$ cat src/rtl/logic_arbiter_pkg.sv
// Shared definitions for the logical unit and its two-port arbiter.
package logic_arbiter_pkg;

    // Funct codes, interpreted against is_branch.
    // Logical ops (is_branch = 0).
    localparam logic [3:0] FUNCT3_SLT  = 4'h2;
    localparam logic [3:0] FUNCT3_SLTU = 4'h3;
    localparam logic [3:0] FUNCT3_XOR  = 4'h4;
    localparam logic [3:0] FUNCT3_OR   = 4'h6;
    localparam logic [3:0] FUNCT3_AND  = 4'h7;
    // Branch compares (is_branch = 1).
    localparam logic [3:0] FUNCT3_BEQ  = 4'h0;
    localparam logic [3:0] FUNCT3_BNE  = 4'h1;
    localparam logic [3:0] FUNCT3_BLT  = 4'h4;
    localparam logic [3:0] FUNCT3_BGE  = 4'h5;
    localparam logic [3:0] FUNCT3_BLTU = 4'h6;
    localparam logic [3:0] FUNCT3_BGEU = 4'h7;

    localparam int unsigned LOGIC_TAG_W = 4;

    typedef struct packed {
        logic [3:0]             funct;
        logic                   is_branch;
        logic [31:0]            op1;
        logic [31:0]            op2;
        logic [LOGIC_TAG_W-1:0] tag;
    } logic_req_t;

    typedef struct packed {
        logic [31:0]            result;
        logic                   taken;
        logic                   id;
        logic [LOGIC_TAG_W-1:0] tag;
    } logic_rsp_t;

endpackage

$ cat src/rtl/logical.sv
// Combinational compare / bitwise unit. Undefined funct codes yield zero.
module logical
    import logic_arbiter_pkg::*;
(
    input  logic [3:0]  funct_i,
    input  logic        is_branch_i,
    input  logic [31:0] op1_i,
    input  logic [31:0] op2_i,
    output logic [31:0] result_o,
    output logic        taken_o
);

    // Decode funct into either a branch decision or a logical result.
    always_comb begin
        result_o = '0;
        taken_o  = 1'b0;
        if (is_branch_i) begin
            case (funct_i)
                FUNCT3_BEQ:  taken_o = (op1_i == op2_i);
                FUNCT3_BNE:  taken_o = (op1_i != op2_i);
                FUNCT3_BLT:  taken_o = ($signed(op1_i) < $signed(op2_i));
                FUNCT3_BGE:  taken_o = ($signed(op1_i) >= $signed(op2_i));
                FUNCT3_BLTU: taken_o = (op1_i < op2_i);
                FUNCT3_BGEU: taken_o = (op1_i >= op2_i);
                default:     taken_o = 1'b0;
            endcase
        end else begin
            case (funct_i)
                FUNCT3_SLT:  result_o = {31'b0, ($signed(op1_i) < $signed(op2_i))};
                FUNCT3_SLTU: result_o = {31'b0, (op1_i < op2_i)};
                FUNCT3_XOR:  result_o = op1_i ^ op2_i;
                FUNCT3_OR:   result_o = op1_i | op2_i;
                FUNCT3_AND:  result_o = op1_i & op2_i;
                default:     result_o = '0;
            endcase
        end
    end

endmodule

$ cat src/rtl/logic_arbiter.sv
// Round-robin arbiter sharing one logical unit between the ALU (port 0) and
// the branch-resolution path (port 1), with a one-entry registered response.
module logic_arbiter
    import logic_arbiter_pkg::*;
#(
    // Must equal LOGIC_TAG_W; the response struct carries a tag of that width.
    parameter int unsigned TAG_W = LOGIC_TAG_W
) (
    input  logic                  clk_i,
    input  logic                  rst_n_i,
    input  logic                  flush_i,
    input  logic [1:0]            req_valid_i,
    output logic [1:0]            req_ready_o,
    input  logic [1:0][3:0]       req_funct_i,
    input  logic [1:0]            req_is_branch_i,
    input  logic [1:0][31:0]      req_op1_i,
    input  logic [1:0][31:0]      req_op2_i,
    input  logic [1:0][TAG_W-1:0] req_tag_i,
    output logic                  rsp_valid_o,
    input  logic                  rsp_ready_i,
    output logic [31:0]           rsp_result_o,
    output logic                  rsp_taken_o,
    output logic                  rsp_id_o,
    output logic [TAG_W-1:0]      rsp_tag_o
);

    logic        w_free;
    logic        w_en;
    logic        w_grant;
    logic        w_win;
    logic_req_t  w_req;
    logic_rsp_t  w_rsp;
    logic [31:0] w_result;
    logic        w_taken;

    logic_rsp_t  r_rsp;
    logic        r_rsp_valid;
    logic        r_rr;

    // Winner selection, ready generation and operand mux.
    always_comb begin
        w_free = !r_rsp_valid || rsp_ready_i;
        // Gated by reset so ready reads 0 while the block is held in reset.
        w_en   = rst_n_i && w_free && !flush_i;
        w_win  = r_rr;
        if (req_valid_i == 2'b01) begin
            w_win = 1'b0;
        end else if (req_valid_i == 2'b10) begin
            w_win = 1'b1;
        end
        w_grant     = w_en && (|req_valid_i);
        req_ready_o = '0;
        if (w_grant) begin
            req_ready_o[w_win] = 1'b1;
        end
        w_req.funct     = req_funct_i[w_win];
        w_req.is_branch = req_is_branch_i[w_win];
        w_req.op1       = req_op1_i[w_win];
        w_req.op2       = req_op2_i[w_win];
        w_req.tag       = req_tag_i[w_win];
    end

    logical u_logical (
        .funct_i     (w_req.funct),
        .is_branch_i (w_req.is_branch),
        .op1_i       (w_req.op1),
        .op2_i       (w_req.op2),
        .result_o    (w_result),
        .taken_o     (w_taken)
    );

    // Mask the half of the answer that does not apply to the request kind.
    always_comb begin
        w_rsp.result = w_req.is_branch ? 32'b0 : w_result;
        w_rsp.taken  = w_req.is_branch ? w_taken : 1'b0;
        w_rsp.id     = w_win;
        w_rsp.tag    = w_req.tag;
    end

    // Response stage and round-robin pointer; flush only drops the valid bit.
    always_ff @(posedge clk_i or negedge rst_n_i) begin
        if (!rst_n_i) begin
            r_rsp       <= '0;
            r_rsp_valid <= 1'b0;
            r_rr        <= 1'b0;
        end else if (flush_i) begin
            r_rsp_valid <= 1'b0;
        end else if (w_grant) begin
            r_rsp       <= w_rsp;
            r_rsp_valid <= 1'b1;
            r_rr        <= ~w_win;
        end else if (rsp_ready_i) begin
            r_rsp_valid <= 1'b0;
        end
    end

    assign rsp_valid_o  = r_rsp_valid;
    assign rsp_result_o = r_rsp.result;
    assign rsp_taken_o  = r_rsp.taken;
    assign rsp_id_o     = r_rsp.id;
    assign rsp_tag_o    = r_rsp.tag;

endmodule

$ cat config.mk
export PLATFORM = sky130hd
export DESIGN_NAME = logic_arbiter
export DESIGN_NICKNAME = d
export VERILOG_FILES = /design/src/rtl/logic_arbiter_pkg.sv /design/src/rtl/logical.sv /design/src/rtl/logic_arbiter.sv
export SDC_FILE = /design/constraint.sdc
export NUM_CORES = 1
export LEC_CHECK = 0
export BUFFER_PORTS_ARGS = -buffer_cell sky130_fd_sc_hd__buf_4
export CAP_MARGIN = 20
export CORE_UTILIZATION = 45
export DETAILED_ROUTE_END_ITERATION = 7
export GPL_TIMING_DRIVEN = 0
export PLACE_DENSITY_LB_ADDON = 0.25
export REMOVE_ABC_BUFFERS = 1
export SYNTH_ARGS = -nofsm -noshare
export SYNTH_HDL_FRONTEND = slang
export SYNTH_SLANG_ARGS = --single-unit
$ cat constraint.sdc
create_clock -name clk_i -period 4.5 [get_ports clk_i]
set_input_delay 0.225 -clock clk_i [delete_from_list [all_inputs] [get_ports clk_i]]
set_output_delay 0.225 -clock clk_i [all_outputs]
set_load 0.01 [all_outputs]
==> metrics.md <==
| Metric | Value |
|---|---|
| Vias per cell | `5.268` |
| Average wire per cell in the routed design | `15.29 µm` |
| Clk buf depth | `2` |
| Top cells by instance count after synthesis | `90 x ha_1, 78 x nand2_1, 66 x inv_1` |
| Initial DRC Count | `182` |
| Worst EP required | `4670 ps` |
| Final TNS setup | `0 ps` |
| Port Buffers | `192` |
| Area grow syn2layout | `38.12%` |
| Gp weighted congestion | `0.8009` |
| GRT Util Overall | `24.95%` |
| I/O pins | `193` |
| First-pass GRT wire length | `22630 µm` |
| Outcome | `finished, final reports clean` |
| Setup ws final | `239.4 ps` |
| Final Cell Area | `6669 µm²` |
| DRT Wirelength | `13560 µm` |
| Syn Inst Count | `570` |
| Dpl ws | `-228.7 ps` |
| Worst-path maximum fanout | `15` |
| Static Leak | `3.536 nW` |
| Final Cycle Share | `94.68%` |
| Setup violations, final | `0` |
| Synth top area cells | `ha_1 23%, dfrtp_1 21%, mux2_2 9.8%` |
| Nets | `992` |
| Final Util | `64.31%` |
| Largest net degree at the start of global routing | `47` |
| Worst-Margin Slew | `931.0 ps` |
| Core area | `10370 µm²` |
| Die Area | `11150 µm²` |
| N_diodes | `0` |
| Grt ovf | `0` |
| Cell area after synthesis | `4828 µm²` |
| Num CTS Buffers | `5` |
| Synth Register Bits | `40` |
| Die height | `105.6 µm` |
| DRC viols | `0` |
| Pwr dens | `253.2 nW/µm²` |
| Power, Total | `0.001689 W` |
| Avg Inst Size Synth | `8.471 µm²` |
| Vias post-DR | `4673` |
| Detail Route Antenna Nets | `0` |
| Final hold vios | `0` |
| Synth warn | `0` |
| CTS tree | `done` |
| Placed Area | `6486 µm²` |
| Max cap viols | `0` |
| Detail Placement HPWL | `10430 µm` |
| Clk_skew | `5.580 ps` |
| Starting Density | `46.56%` |
| Max Freq | `234.7 MHz` |
| Vias in the first global route | `4740` |
| Period minus WS final | `4261 ps` |
| Maximum VDD drop | `0.1427 mV` |
| Post-synth EDFFs | `0` |
| Worst skew pair latency | `300 ps` |
| Clock slew at reported path FFs | `90 ps` |
| Async SR Flop Fraction | `100.0%` |
| Crit end category | `register` |
| RSZ-0062 raised after global routing | `false` |
| Worst EP arrival | `4430 ps` |
| 1st-pass router iterations | `4` |
| Max Slew Vio Count | `0` |
| Initial antenna violation count | `0` |
| Hold Path Class | `in -> reg` |
| CTS Sinks | `40` |
| Layout cell share with drive strength beyond 1 | `35.55%` |
| Dominant synthesized flop cell | `dfrtp_1` |
| Most common cell in the netlist | `ha_1` |
| Crit path kind | `reg -> reg` |
| Yosys cell types | `49` |
| Chip Width | `105.6 µm` |
| Sequential share of the synthesized area | `20.73%` |
| H-tree levels | `2` |
| Slew HR | `37.93%` |
| Nature of the critical path startpoint | `register` |
| Site Rows | `37` |
| Clock Tree Root | `clkbuf_8` |
| Dominant cell type by area after synthesis | `ha_1` |
| Area share of the largest cell type after synthesis | `23.32%` |
-- routing by layer --
metal  GRT usage [%]  vias to the layer above  wire length, µm
li1                -                     2341                -
met1           31.52                     2163             5896
met2           43.80                      145             6658
met3           2.968                       24              664
met4           8.631                        0              339
met5               0                        -                0
-- cell families after synthesis --
kind of cell / after synthesis / share of synthesized area (%)
AOI/OAI and AO/OA: 125 / 16.33
xor gates and xnor gates: 4 / 0.7257
adders and majority gates: 91 / 23.56
buffers and inverters: 96 / 7.541
DFF: 40 / 20.73
muxes: 78 / 17.47
and+or+nand+nor: 136 / 13.66
-- critical path: stages, from the launching register on --
cell	delay, ps
dfrtp_1	400
nand2b_1	210
a21oi_4	230
buf_16	190
mux2i_1	310
ha_1	320
nor4b_1	510
and4_1	360
and3_1	220
nand3_1	150
o31ai_4	350
nor2_2	90
mux2_4	300
or4b_1	490
-- power by group --
group          switching [W]  internal, W  total, W
registers          0.0000167     0.000389  0.000406
clock network       0.000137     0.000196  0.000333
logic               0.000496     0.000454  0.000950
-- cell type report --
cell class              instances  area [µm²]
multi-input cells             434        3525
repair buffers                203        1599
inverters                      66       247.7
clock inverters                 1       30.03
clock buffers                   7       96.34
well taps                     136       170.2
fillers                       895        3701
flip-flops and latches         40        1001
-- stage by stage --
step | hold slack (ps) | cells
after global routing | 88.65 | 887
final | 95.28 | 887
after floorplan | -70.59 | 540
after CTS | 80.50 | 883
after detailed placement | 256.9 | 873
after global placement | 254.9 | 868
-- registers in the layout, summed over array words and instances, names as in the netlist --
name,cells
r_rr,1
rsp_taken_o,1
rsp_valid_o,1
rsp_tag_o,4
rsp_result_o,32
rsp_id_o,1
-- cells in the final DEF, fill, tap and decap left out, types with 4 or more instances in the layout --
master	netlist	layout
a211oi_1	5	5
a21oi_1	12	11
a22oi_1	20	20
a32oi_1	10	10
buf_4	0	197
clkbuf_8	0	7
dfrtp_1	40	40
ha_1	90	90
inv_1	66	66
mux2_2	42	42
mux2i_1	34	32
nand2_1	78	78
nand2b_1	4	4
nor2_1	16	15
nor3_1	7	7
nor4b_1	5	5
o21ai_0	62	62
-- path summary, 6_finish.rpt --
kind	from	endpoint	slack, ps	depth (start not counted)
max	r_rr	rsp_taken_o	240	13
min in group asynchronous	rst_n_i	rsp_result_o[18]	450	2
max in group asynchronous	rst_n_i	rsp_result_o[25]	3660	2
max reg2reg	r_rr	rsp_taken_o	240	13
min	flush_i	rsp_valid_o	100	2
min reg2reg	rsp_result_o[31]	rsp_result_o[31]	480	2
-- what timing repair did --
item | in CTS | in global routing
setup endpoints to repair | 1 | 1
pin swaps | 1 | 0
endpoints found under the hold margin | 40 | 0
cloned | 0 | 0
hold buffers | 1 | 0
gates resized for setup | 1 | 1
buffers inserted | 1 | 4
(Power assumes the default switching activity.)
